$ cat config.mk
export PLATFORM = sky130hd
export DESIGN_NAME = instr_encoder
export DESIGN_NICKNAME = d
export VERILOG_FILES = /design/src/rtl/instr_encoder.sv
export SDC_FILE = /design/constraint.sdc
export NUM_CORES = 1
export LEC_CHECK = 0
export ABC_CLOCK_PERIOD_IN_PS = 1740
export CAP_MARGIN = 20
export CORE_MARGIN = 2
export CORE_UTILIZATION = 39
export CTS_CLUSTER_DIAMETER = 40
export DETAILED_ROUTE_END_ITERATION = 6
export GPL_TIMING_DRIVEN = 0
export PLACE_DENSITY_LB_ADDON = 0.12
export SYNTH_ARGS = -nofsm -noshare
export SYNTH_HDL_FRONTEND = slang
export SYNTH_SLANG_ARGS = --single-unit
export TNS_END_PERCENT = 1
$ cat constraint.sdc
create_clock -name clk -period 1.74 [get_ports clk]
set_input_delay 0.261 -clock clk [delete_from_list [all_inputs] [get_ports clk]]
set_output_delay 0.261 -clock clk [all_outputs]
set_load 0.05 [all_outputs]
$ cat src/rtl/instr_encoder.sv
// ---------------------------------------------------------------------------
// instr_encoder
//
// Program loader for the instruction memory. Decoded instruction fields come
// in on a valid/ready stream, are packed into 32-bit MIPS R/I/J words and
// written to consecutive imem word addresses starting at BASE_ADDR. The load
// is opened by a start pulse and closed either by a finish pulse or by
// filling the remaining address space.
//
// Parameters:
//   ADDR_W     word-address width, capacity is 2^ADDR_W words
//   BASE_ADDR  first word address written after start (< 2^ADDR_W)
//
// Ports:
//   clk        rising-edge clock
//   reset      synchronous, active-low reset
//   start      one-cycle pulse: clear counter and error, enter RUN
//   finish     one-cycle pulse: end the load early, enter DONE
//   in_valid   field bundle valid
//   in_ready   encoder can accept this cycle
//   kind       0=R, 1=I, 2=J, 3=reserved
//   op, funct, rs, rt, rd, shamt, imm, target   instruction fields
//   we         imem write strobe
//   waddr      imem word address
//   wdata      encoded instruction word
//   count      words written since start
//   done       high while in DONE
//   err        sticky: a reserved kind was consumed
// ---------------------------------------------------------------------------
module instr_encoder #(
    parameter int ADDR_W    = 6,
    parameter int BASE_ADDR = 0
) (
    input  logic              clk,
    input  logic              reset,
    input  logic              start,
    input  logic              finish,
    input  logic              in_valid,
    output logic              in_ready,
    input  logic [1:0]        kind,
    input  logic [5:0]        op,
    input  logic [5:0]        funct,
    input  logic [4:0]        rs,
    input  logic [4:0]        rt,
    input  logic [4:0]        rd,
    input  logic [4:0]        shamt,
    input  logic [15:0]       imm,
    input  logic [25:0]       target,
    output logic              we,
    output logic [ADDR_W-1:0] waddr,
    output logic [31:0]       wdata,
    output logic [ADDR_W:0]   count,
    output logic              done,
    output logic              err
);

    // Number of words that fit between BASE_ADDR and the top of memory.
    localparam int              CAP_INT = (1 << ADDR_W) - BASE_ADDR;
    localparam logic [ADDR_W:0] CAP     = CAP_INT[ADDR_W:0];
    localparam logic [ADDR_W-1:0] BASE  = BASE_ADDR[ADDR_W-1:0];
    localparam logic [ADDR_W:0] ONE     = {{ADDR_W{1'b0}}, 1'b1};

    typedef enum logic [1:0] {
        IDLE = 2'd0,
        RUN  = 2'd1,
        DONE = 2'd2
    } state_t;

    state_t              state_q, state_d;
    logic [ADDR_W:0]     count_q, count_d;
    logic                err_q, err_d;
    logic                we_q, we_d;
    logic [ADDR_W-1:0]   waddr_q, waddr_d;
    logic [31:0]         wdata_q, wdata_d;

    logic                accept;
    logic                writeOk;
    logic [ADDR_W:0]     countInc;
    logic [31:0]         encoded;

    // Ready only depends on state and the control pulses, never on in_valid,
    // so a pulse cycle can never swallow an item.
    assign in_ready = (state_q == RUN) & ~start & ~finish;
    assign accept   = in_valid & in_ready;
    assign writeOk  = accept & (kind != 2'd3);
    assign countInc = count_q + ONE;

    // Field packing. op is passed through as given for every kind, so R words
    // with a nonzero opcode (e.g. SPECIAL2) can still be produced.
    always_comb begin
        encoded = 32'h0;
        case (kind)
            2'd0:    encoded = {op, rs, rt, rd, shamt, funct};
            2'd1:    encoded = {op, rs, rt, imm};
            2'd2:    encoded = {op, target};
            default: encoded = 32'h0;
        endcase
    end

    // Next-state logic. start overrides everything, including a coincident
    // finish. Within RUN, the accept that fills the last free word moves to
    // DONE on the same edge that performs its write, so count never passes
    // CAP and the address can never wrap.
    always_comb begin
        state_d = state_q;
        count_d = count_q;
        err_d   = err_q;
        we_d    = 1'b0;
        waddr_d = waddr_q;
        wdata_d = wdata_q;

        if (start) begin
            state_d = RUN;
            count_d = '0;
            err_d   = 1'b0;
        end else begin
            case (state_q)
                RUN: begin
                    if (finish) begin
                        state_d = DONE;
                    end else if (writeOk) begin
                        we_d    = 1'b1;
                        waddr_d = BASE + count_q[ADDR_W-1:0];
                        wdata_d = encoded;
                        count_d = countInc;
                        if (countInc == CAP) begin
                            state_d = DONE;
                        end
                    end else if (accept) begin
                        // Reserved kind: consumed, flagged, not written.
                        err_d = 1'b1;
                    end
                end
                default: begin
                    state_d = state_q;
                end
            endcase
        end
    end

    // State and output registers. Reset wins over any accept on the same
    // edge, which is how a reset mid-load abandons the item in flight.
    always_ff @(posedge clk) begin
        if (!reset) begin
            state_q <= IDLE;
            count_q <= '0;
            err_q   <= 1'b0;
            we_q    <= 1'b0;
            waddr_q <= '0;
            wdata_q <= 32'h0;
        end else begin
            state_q <= state_d;
            count_q <= count_d;
            err_q   <= err_d;
            we_q    <= we_d;
            waddr_q <= waddr_d;
            wdata_q <= wdata_d;
        end
    end

    assign we    = we_q;
    assign waddr = waddr_q;
    assign wdata = wdata_q;
    assign count = count_q;
    assign done  = (state_q == DONE);
    assign err   = err_q;

endmodule

# ---- Word-level counts from Yosys, hierarchy flattened
# Cells that the tools add are included.
dict set report word_totals {
  ff_bits 49
  input_bits 81
  output_inout_bits 49
}
dict set report op_classes {
  addsub 1
  eq_ne 6
  mux 7
  bitwise 9
  n_reduce_logical 13
}
# op n
set op_table {}
lappend op_table {{$pmux 32 s3} 1}
lappend op_table {{$reduce_and 3->1} 3}
lappend op_table {{$reduce_and 4->1} 2}
lappend op_table {{$add 7x1->7 const B} 1}
lappend op_table {{$eq 7x7->1 const B} 1}
lappend op_table {{$mux 2} 3}
lappend op_table {{$reduce_bool 2->1} 3}
lappend op_table {{$reduce_bool 3->1} 2}
lappend op_table {{$not 1->1} 5}
lappend op_table {{$and 1x1->1} 4}
lappend op_table {{$eq 2x1->1 const B} 2}
lappend op_table {{$eq 2x2->1 const B} 2}
lappend op_table {{$reduce_or 4->1} 1}
lappend op_table {{$mux 1} 3}
lappend op_table {{$logic_not 2->1} 1}
lappend op_table {{$ne 2x2->1 const B} 1}
lappend op_table {{$reduce_or 2->1} 1}

# ---- Logic depth before layout (Yosys ltp)
# Gate-level depths: netlist of run 1.
dict set report depth {
  ltp_word 9
  mapped_depth 7
  ltp_nobuf 5
}

# ---- Worst setup path before layout of run 1
# No wires, ideal clock.
dict set report synth_path {
  kind {register to register}
  from {reg state_q[1]}
  to {reg state_q[0]}
  setup_ps 116
  t_arrival_ps 1932
  required_time_ps 1624
  path_slack_ps -309
  stages_incl_launch_ff 6
  n_path_buf 1
  path_cell_list {dfxtp_1 nor4b_4 and2_4 buf_8 o2111ai_4 o211a_1}
}
dict set report synth_between {
  elab_chain_cells 7
  word_cells_on_any_way 8
  classes_between {1 x eq/ne; 4 x bitwise; 3 x reduce/logical}
}
# element line
set synth_rtl {}
lappend synth_rtl {{start, declared} 69} ;# state_t state_q, state_d;
lappend synth_rtl {{start signal, assigned} 152} ;# state_q <= state_d;
lappend synth_rtl {{$eq 2x1->1} 83} ;# assign in_ready = (state_q == RUN) & ~start & ~finish;
lappend synth_rtl {{$and 1x1->1 (2 in a row)} 83}
lappend synth_rtl {{via in_ready} 39} ;# output logic in_ready,
lappend synth_rtl {{$and 1x1->1} 84} ;# assign accept = in_valid & in_ready;
lappend synth_rtl {{$and 1x1->1} 85} ;# assign writeOk = accept & (kind != 2'd3);
lappend synth_rtl {{$reduce_bool 3->1 (no line)} --}
lappend synth_rtl {{$reduce_and 3->1 (no line)} --}
# The timed path passes the listed nets, and every way through them passes these cells.
# A chain may end at the register's enable or synchronous reset.

# ---- Worst setup path after layout of run 1
dict set report layout_path {
  from {reg we_q, in the netlist we}
  to {out we}
}
# element line
set layout_lines {}
lappend layout_lines {{start, declared} 72} ;# logic we_q, we_d;
lappend layout_lines {{start signal, assigned} 155} ;# we_q <= we_d;
lappend layout_lines {{end, declared} 49} ;# output logic we,
# No word-level cell between the ends.

==> out/qor.yml, run 1 <==
status: "completed"
clkSlewWorstSetupHoldPaths_ps: 100
placed_area_um2: 3782
drc: 0
critical_path_buf_inv_count: 1
p_sw_frac: 0.2466
path_cells: "clkdlybuf4s50_1"
fillers: 524
ant_nets: 0
syn_nets: 339
drt-pass1-iter-count: 4
crit_family: "buffers and inverters"
wire_per_inst_um: 14.47
via_per_inst: 5.085
drt_wl_total_um: 6801
cts_sinks: 49
tns_ps: 0
power.internal_mw: 1.815
drt_iter0_drc: 83
final_common_cell: "clkdlybuf4s50_1"
syn_inst: 256
seqPwrFrac: 0.476
tritoncts: "yes"
rsz0062_at_grt: "true"
nets: 477
clkLatencyLatePin_ps: 310
grt_max_degree: 17
p_per_area_nw_per_um2: 596.4
cp.required_ps: 1480
post-route-period-util: 0.9794
fin_crit_ps: 1704
cap_viol_max_count: 0
seq_area_frac_synth: 0.4100
vdd_drop_max_mv: 0.3202
worst_pin_slew_ps: 540.3
crit_path_max_fanout: 1
p_comb_frac: 0.179
io_buffers: 129
netlist_area_um2: 2392
whs_ps: 455.7
fmax_ghz: 0.5868
p_clk_frac: 0.345
fp.dieH_um: 82.32
antenna_cells: 0
hold_path_class: "flip-flop to flip-flop"
path_class: "flip-flop to output port"
core_um2: 5921
boundaryPins: 130
final_cell_mix: "clkdlybuf4s50_1 (84), dfxtp_1 (45), nand2_1 (42)"
drive_gt1_frac: 0.1038
cts_buffer_depth: 2
final-hold-violation-count: 0
crit_arrival_ps: 1440
grt_usage: 0.1978
gr-total-overflow: 0
die_area_um2: 6777
critPathCaptureType: "output port"
rows: 28
p_leak_nw: 2.312
yosysWarnings: 0
p_switching_uw: 594.3
finClkSkew_ps: 12.15
hpwl_um: 5095
start_util: 0.4041
syn_area_per_cell_um2: 9.345
cts_root_buf: "clkbuf_8"
grt_pass1_vias: 2221
cts-buffers-inserted: 5
finalMaxSlewViolations: 0
grt_pass1_wl_um: 10290
gp_congestion: 0.7755
utilization: 0.6824
vias: 2390
crit_slowest_cell: "clkdlybuf4s50_1"
antenna_found_initial: 0
slowest_delay_ps: 820
slew_headroom: 0.6392
postCtsHoldBufs: 0
fin_area_um2: 4040
area_growth_pct: 68.88
ys_ff_latch: 49
yosysUniqueCellTypes: 39
die_x_um: 82.32
htreeDepth: 2
setup_viol: 0
critPathLaunchType: "flip-flop"
==> cells in the mapped netlist, drive strengths merged <==
master / instances / area (µm²)
or2: 1 / 6.260
and2: 3 / 21.28
dfxtp: 49 / 980.9
o211a: 17 / 170.2
a21o: 1 / 7.510
buf: 10 / 80.07
a221oi: 10 / 87.58
nand2b: 3 / 18.77
a21boi: 13 / 101.4
nor3b: 10 / 75.07
o211ai: 16 / 120.1
nor3: 1 / 5.000
a21oi: 3 / 15.01
nand2: 43 / 161.4
o31ai: 1 / 12.51
and4: 2 / 17.52
xnor2: 2 / 17.52
mux2i: 16 / 160.2
ha: 2 / 25.02
nand4: 4 / 25.02
and3: 2 / 12.51
a31oi: 1 / 6.260
nand3: 2 / 10.01
o2111ai: 1 / 26.28
clkbuf: 13 / 48.80
inv: 1 / 3.750
nor2b: 2 / 12.51
xor2: 7 / 61.31
nor4b: 1 / 23.77
a41oi: 1 / 8.760
nor2: 18 / 70.07
==> metrics by stage <==
| step | setup slack, ps | power, mW | instances |
|---|---|---|---|
| 6_report | 35.93 | 2.410 | 470 |
| 5_1_grt | -2.470 | 2.503 | 470 |
| 4_1_cts | 0.04707 | 2.420 | 470 |
| 3_5_place_dp | -785.5 | 1.594 | 460 |
| 3_3_place_gp | -784.9 | 1.588 | 460 |
| 2_1_floorplan | -239.3 | 1.348 | 256 |
==> final timing paths <==
check	start	slack [ps]	to	cells after the start
setup / recovery	we	40	we	1
hold / removal	waddr[4]	460	waddr[4]	2
hold reg to reg	waddr[4]	460	waddr[4]	2
setup reg to reg	count[2]	110	state_q[0]	5
==> sequential cells by signal, indices dropped and copies added (netlist names) <==
| signal | cells |
|---|---|
| wdata | 32 |
| count | 7 |
| waddr | 6 |
| state_q | 2 |
| err | 1 |
| we | 1 |
==> area by class of cell <==
| type | count | area (µm²) | share of cell area |
|---|---|---|---|
| clock buffers | 5 | 68.82 | 0.01703 |
| inverters | 1 | 3.754 | 0.0009291 |
| clock inverters | 3 | 46.29 | 0.01146 |
| repair buffers | 132 | 1388 | 0.3435 |
| multi-input cells | 183 | 1319 | 0.3264 |
| flip-flops and latches | 49 | 985.9 | 0.2440 |
| plain buffers | 22 | 135.1 | 0.03345 |
| well taps | 75 | 93.84 | 0.02323 |
==> power groups by stage <==
stage               logic (mW)  registers (mW)  clock network (mW)
floorplan                0.124            1.22                   0
global placement         0.415            1.17                   0
detailed placement       0.420            1.17                   0
CTS                      0.429            1.15               0.844
global route             0.458            1.15               0.895
finish                   0.432            1.15               0.831
==> routing by layer <==
metal / wire length, µm / vias up / GRT usage
li1: - / 1191 / -
met1: 2897 / 1090 / 0.2233
met2: 3201 / 99 / 0.3540
met3: 616 / 10 / 0.06413
met4: 85 / 0 / 0.05667
met5: 0 / - / 0
==> repair_timing <==
item,in CTS,in global routing
cloned,0,0
setup buffers,2,1
resized for setup,21,43
setup endpoints to repair,52,58
pin swaps,2,1
hold endpoints to repair,0,0
==> logic make-up (layout without fill, tap and decap cells) <==
family | after synthesis | after routing | synth area share
flops | 49 | 49 | 0.4100
buf+inv | 24 | 163 | 0.05544
fa+ha+maj | 2 | 2 | 0.01046
mux | 16 | 16 | 0.06694
compound gates | 64 | 64 | 0.2322
simple gates | 92 | 92 | 0.1919
xor+xnor | 9 | 9 | 0.03295
(Power assumes the default switching activity.)
==> inputs of run 2 (changes only) <==
--- a/config.mk
+++ b/config.mk
@@ -12,7 +12,7 @@
 export CTS_CLUSTER_DIAMETER = 40
 export DETAILED_ROUTE_END_ITERATION = 6
 export GPL_TIMING_DRIVEN = 0
-export PLACE_DENSITY_LB_ADDON = 0.12
+export PLACE_DENSITY = 0.78
 export SYNTH_ARGS = -nofsm -noshare
 export SYNTH_HDL_FRONTEND = slang
 export SYNTH_SLANG_ARGS = --single-unit
==> out/qor.yml, run 2 (same netlist as run 1, synthesis figures left out) <==
status: "completed"
critPathLaunchType: "flip-flop"
die_area_um2: 6777  # unchanged
crit_family: "buffers and inverters"
r2r_start: "count[0]"
nets: 478  # +0.21%
utilization: 0.6794  # -0.002958
placed_area_um2: 3782  # unchanged
cap_viol_max_count: 0  # unchanged
fmax_ghz: 0.5851  # -0.30%
grt_pass1_vias: 2310  # +4.0%
crit_start: "wdata[19]"
crit_slowest_cell: "clkdlybuf4s50_1"
worst_pin_slew_ps: 539.6  # -0.6010 ps
seqPwrFrac: 0.474  # -0.002
tns_ps: 0  # unchanged
htreeDepth: 2  # unchanged
largest_reg_flops: 32  # unchanged
wire_per_inst_um: 14.57  # +0.67%
io_buffers: 129  # unchanged
grt_usage: 0.2043  # +0.006412
fp.dieH_um: 82.32  # unchanged
dp.cells: 460  # unchanged
fin_crit_ps: 1709  # +5.069 ps
drive_gt1_frac: 0.09848  # -0.005313
slowest_delay_ps: 810  # about the same
cts-buffers-inserted: 5  # unchanged
boundaryPins: 130  # unchanged
grt_pass1_wl_um: 10580  # +2.7%
rsz0062_at_grt: "true"
area_growth_pct: 68.15
rows: 28  # unchanged
p_sw_frac: 0.2355  # -0.01109
ant_nets: 0  # unchanged
die_x_um: 82.32  # unchanged
antenna_found_initial: 0  # unchanged
cts_root_buf: "clkbuf_8"
path_cells: "clkdlybuf4s50_1"
ff2ff_setup_slack_ps: 110  # about the same
final_cell_mix: "clkdlybuf4s50_1 (85), dfxtp_1 (45), nand2_1 (42)"
gr-total-overflow: 0  # unchanged
p_comb_frac: 0.176  # -0.003
start_util: 0.4041  # unchanged
cp.required_ps: 1480  # about the same
fin_area_um2: 4023  # -0.43%
final-hold-violation-count: 0  # unchanged
crit_arrival_ps: 1450  # about the same
endpoint: "wdata[19]"
critical_path_depth: 1  # unchanged
stdcell_count: 471  # +0.21%
drc: 0  # unchanged
finClkSkew_ps: 3.388  # -8.759 ps
grt_max_degree: 15  # -2
hpwl_um: 5186  # +1.8%
tritoncts: "yes"
drt_iter0_drc: 42  # -49%
drt-pass1-iter-count: 4  # unchanged
clkSlewWorstSetupHoldPaths_ps: 90  # about the same
critPathCaptureType: "output port"
power.total_mw: 2.422  # +0.53%
power.internal_mw: 1.852  # +2.0%
final_common_cell: "clkdlybuf4s50_1"
cts_buffer_depth: 2  # unchanged
p_switching_uw: 570.6  # -4.0%
slew_headroom: 0.6396  # about the same
rr_endpoint: "state_q[0]"
p_leak_nw: 2.291  # -0.90%
p_clk_frac: 0.350  # +0.005
crit_path_max_fanout: 2  # +1
fillers: 498  # -5.0%
vdd_drop_max_mv: 0.5221  # +63%
postCtsHoldBufs: 0  # unchanged
cts_sinks: 49  # unchanged
core_um2: 5921  # unchanged
finalMaxSlewViolations: 0  # unchanged
setup_viol: 0  # unchanged
vias: 2391  # +0.042%
via_per_inst: 5.076  # -0.17%
antenna_cells: 0  # unchanged
drt_wl_total_um: 6861  # +0.88%
critical_path_buf_inv_count: 1  # unchanged
gp_congestion: 0.7468  # -3.7%
path_class: "flip-flop to output port"
hold_path_class: "primary input to flip-flop"
hold_depth: 3  # +1
r2r_cells: 5  # unchanged
post-route-period-util: 0.9823  # +0.002913
p_per_area_nw_per_um2: 602.2  # +0.97%
clkLatencyLatePin_ps: 300  # about the same
-- run 2: changes by cell type in the layout (fill, tap and decap cells not counted), sizes merged --
cell	before	now
clkinv	1	0
clkinvlp	1	0
buf	12	14
clkdlybuf4s50	84	85
clkbuf	19	20
dlymetal6s2s	35	34
-- run 2: what timing repair did --
item | CTS | global route
setup endpoints to repair | 51 | 73
setup buffers | 2 | 2
resized for setup | 17 | 43
pin swaps | 1 | 2
-- run 2: cell type report --
class / count / area [µm²] / share of cell area
plain buffers: 22 / 135.1 / 0.03359
clock buffers: 7 / 86.33 / 0.02146
clock inverters: 1 / 30.03 / 0.007465
inverters: 1 / 3.754 / 0.0009331
multi-input cells: 183 / 1297 / 0.3225
flip-flops and latches: 49 / 985.9 / 0.2451
well taps: 75 / 93.84 / 0.02333
repair buffers: 133 / 1390 / 0.3456
-- run 2: metal layers --
metal | track usage | part of all wire
met2 | 0.3677 | 0.45
met4 | 0.05333 | 0.015
met5 | 0 | 0
met3 | 0.07500 | 0.11
met1 | 0.2253 | 0.42
-- run 2: through the flow --
stage,hold slack [ps],worst slack [ps]
5_1_grt,411.0,-15.90
2_1_floorplan,395.9,-239.3
4_1_cts,457.9,-84.06
3_3_place_gp,441.1,-751.8
6_report,394.8,30.86
3_5_place_dp,445.1,-740.2
-- run 2: worst min-delay path by stage --
stage,start,endpoint
2_1_floorplan,op[0],wdata[26]
3_3_place_gp,waddr[1],waddr[1]
3_5_place_dp,waddr[2],waddr[2]
4_1_cts,waddr[2],waddr[2]
5_1_grt,start,state_q[0]
6_report,start,state_q[0]
-- run 2: power by group through the flow --
stage | clock network [mW] | logic, mW | registers, mW
global placement | 0 | 0.417 | 1.17
global route | 0.911 | 0.458 | 1.15
floorplan | 0 | 0.124 | 1.22
CTS | 0.861 | 0.426 | 1.15
finish | 0.848 | 0.427 | 1.15
detailed placement | 0 | 0.420 | 1.17
==> inputs of run 3 (changes only) <==
--- a/config.mk
+++ b/config.mk
@@ -13,6 +13,7 @@
 export DETAILED_ROUTE_END_ITERATION = 6
 export GPL_TIMING_DRIVEN = 0
 export PLACE_DENSITY = 0.78
+export SETUP_SLACK_MARGIN = 0.05
 export SYNTH_ARGS = -nofsm -noshare
 export SYNTH_HDL_FRONTEND = slang
 export SYNTH_SLANG_ARGS = --single-unit
==> out/qor.yml, run 3 (same netlist as run 1, synthesis figures left out) <==
status: "completed"
rsz0062_at_grt: "true"
hold_path_class: "primary input to flip-flop"
via_per_inst: 5.072  # about the same
fin_crit_ps: 1643  # -66.23 ps
die_x_um: 82.32  # unchanged
clkSlewWorstSetupHoldPaths_ps: 90  # about the same
p_per_area_nw_per_um2: 617.5  # +2.5%
final-hold-violation-count: 0  # unchanged
worst_pin_slew_ps: 535.6  # -4.049 ps
vias: 2389  # -0.084%
grt_usage: 0.2038  # -0.0004580
final_common_cell: "clkdlybuf4s50_1"
core_um2: 5921  # unchanged
drive_gt1_frac: 0.1010  # +0.002525
clkLatencyLatePin_ps: 300  # about the same
wl_met1_um: 2837  # -2.4%
htreeDepth: 2  # unchanged
fillers: 517  # +3.8%
drc: 0  # unchanged
dp.cells: 460  # unchanged
start_util: 0.4041  # unchanged
ant_nets: 0  # unchanged
cts_sinks: 49  # unchanged
wl_met2_um: 3117  # unchanged
cp.required_ps: 1920  # +440 ps
gr-total-overflow: 0  # unchanged
grt_pass1_vias: 2299  # -0.48%
rows: 28  # unchanged
boundaryPins: 130  # unchanged
cts-buffers-inserted: 5  # unchanged
finClkSkew_ps: 2.780  # -0.6078 ps
utilization: 0.6589  # -0.02050
stdcell_count: 471  # unchanged
fp.dieH_um: 82.32  # unchanged
tritoncts: "yes"
final_cell_mix: "clkdlybuf4s50_1 (78), dlygate4sd2_1 (48), dfxtp_1 (45)"
gp_congestion: 0.7468  # unchanged
critPathLaunchType: "primary input"
grt_pass1_wl_um: 10550  # -0.26%
finalMaxSlewViolations: 0  # unchanged
crit_path_max_fanout: 10  # +8
whs_ps: 394.0  # -0.8610 ps
io_buffers: 129  # unchanged
highest_layer: "met4"
die_area_um2: 6777  # unchanged
drt_wl_total_um: 6787  # -1.1%
drt_iter0_drc: 49  # +17%
path_class: "primary input to flip-flop"
wl_met3_um: 749  # +2.6%
largest_reg_flops: 32  # unchanged
antenna_cells: 0  # unchanged
hpwl_um: 5186  # unchanged
post-route-period-util: 0.9442  # -0.03806
antenna_found_initial: 0  # unchanged
cts_root_buf: "clkbuf_8"
area_growth_pct: 63.08
slew_headroom: 0.6444  # +0.004705
fmax_ghz: 0.6087  # +4.0%
placed_area_um2: 3782  # unchanged
p_leak_nw: 1.874  # -18%
critPathCaptureType: "flip-flop"
drt-pass1-iter-count: 4  # unchanged
vdd_drop_max_mv: 0.5200  # -0.39%
wire_per_inst_um: 14.41  # -1.1%
cap_viol_max_count: 0  # unchanged
setup_viol: 0  # unchanged
postCtsHoldBufs: 0  # unchanged
grt_max_degree: 15  # unchanged
nets: 478  # unchanged
cts_buffer_depth: 2  # unchanged
fin_area_um2: 3901  # -3.0%
crit_arrival_ps: 1830  # +380 ps
tns_ps: 0  # unchanged
run 3: cell types whose count changed in the layout (fill, tap and decap cells not counted):
cell,delta
buf_2,+1
clkdlybuf4s50_1,-7
clkbuf_1,-1
nor2_2,-1
nor2_4,+1
buf_6,-1
dlymetal6s2s_1,-33
buf_8,+1
clkdlybuf4s15_1,+1
dlygate4sd2_1,+39
run 3: timing repair:
item | CTS | global route
setup endpoints to repair | 91 | 44
gates resized for setup | 57 | 16
hold endpoints to repair | 0 | 0
setup buffers | 2 | 2
pin swaps | 1 | 2
run 3: final cells by class:
class	count	area, µm²	area share
multi-input combinational	183	1303	0.3339
clock inverter	1	30.03	0.007697
buffer	22	140.1	0.03592
sequential	49	985.9	0.2527
inverter	1	3.754	0.0009622
timing repair buffer	133	1259	0.3226
clock buffer	7	86.33	0.02213
tap	75	93.84	0.02405
run 3: final timing paths:
path            start          to  slack (ps)  depth (start not counted)
max reg2reg  count[0]  state_q[0]         110                          5
min             start  state_q[0]         390                          3
max           kind[1]   wdata[16]         100                          6
min reg2reg  waddr[2]    waddr[2]         450                          2
run 3: per-stage QoR:
stage                     power [mW]  setup slack (ps)
after floorplan                1.348            -239.3
after global placement         1.590            -751.8
after detailed placement       1.594            -740.2
after CTS                      2.424            -84.06
after global routing           2.510            -17.83
final                          2.409             97.09
run 3: layer usage:
metal  vias up  global-route usage
met5         -                   0
met4         0             0.05333
met3         9             0.07500
met2       105              0.3677
met1      1079              0.2239
li1       1196                   -
run 3: power by group:
part	switching (mW)	internal [mW]
Combinational	0.183	0.238
Sequential	0.00959	1.14
Clock	0.372	0.469
Total	0.564	1.84
run 3: worst max-delay path: stages:
cell and delay (ps):
clkdlybuf4s50_1 480, clkbuf_4 260, inv_1 120, clkbuf_1 250
a221oi_1 370, nor3b_1 80
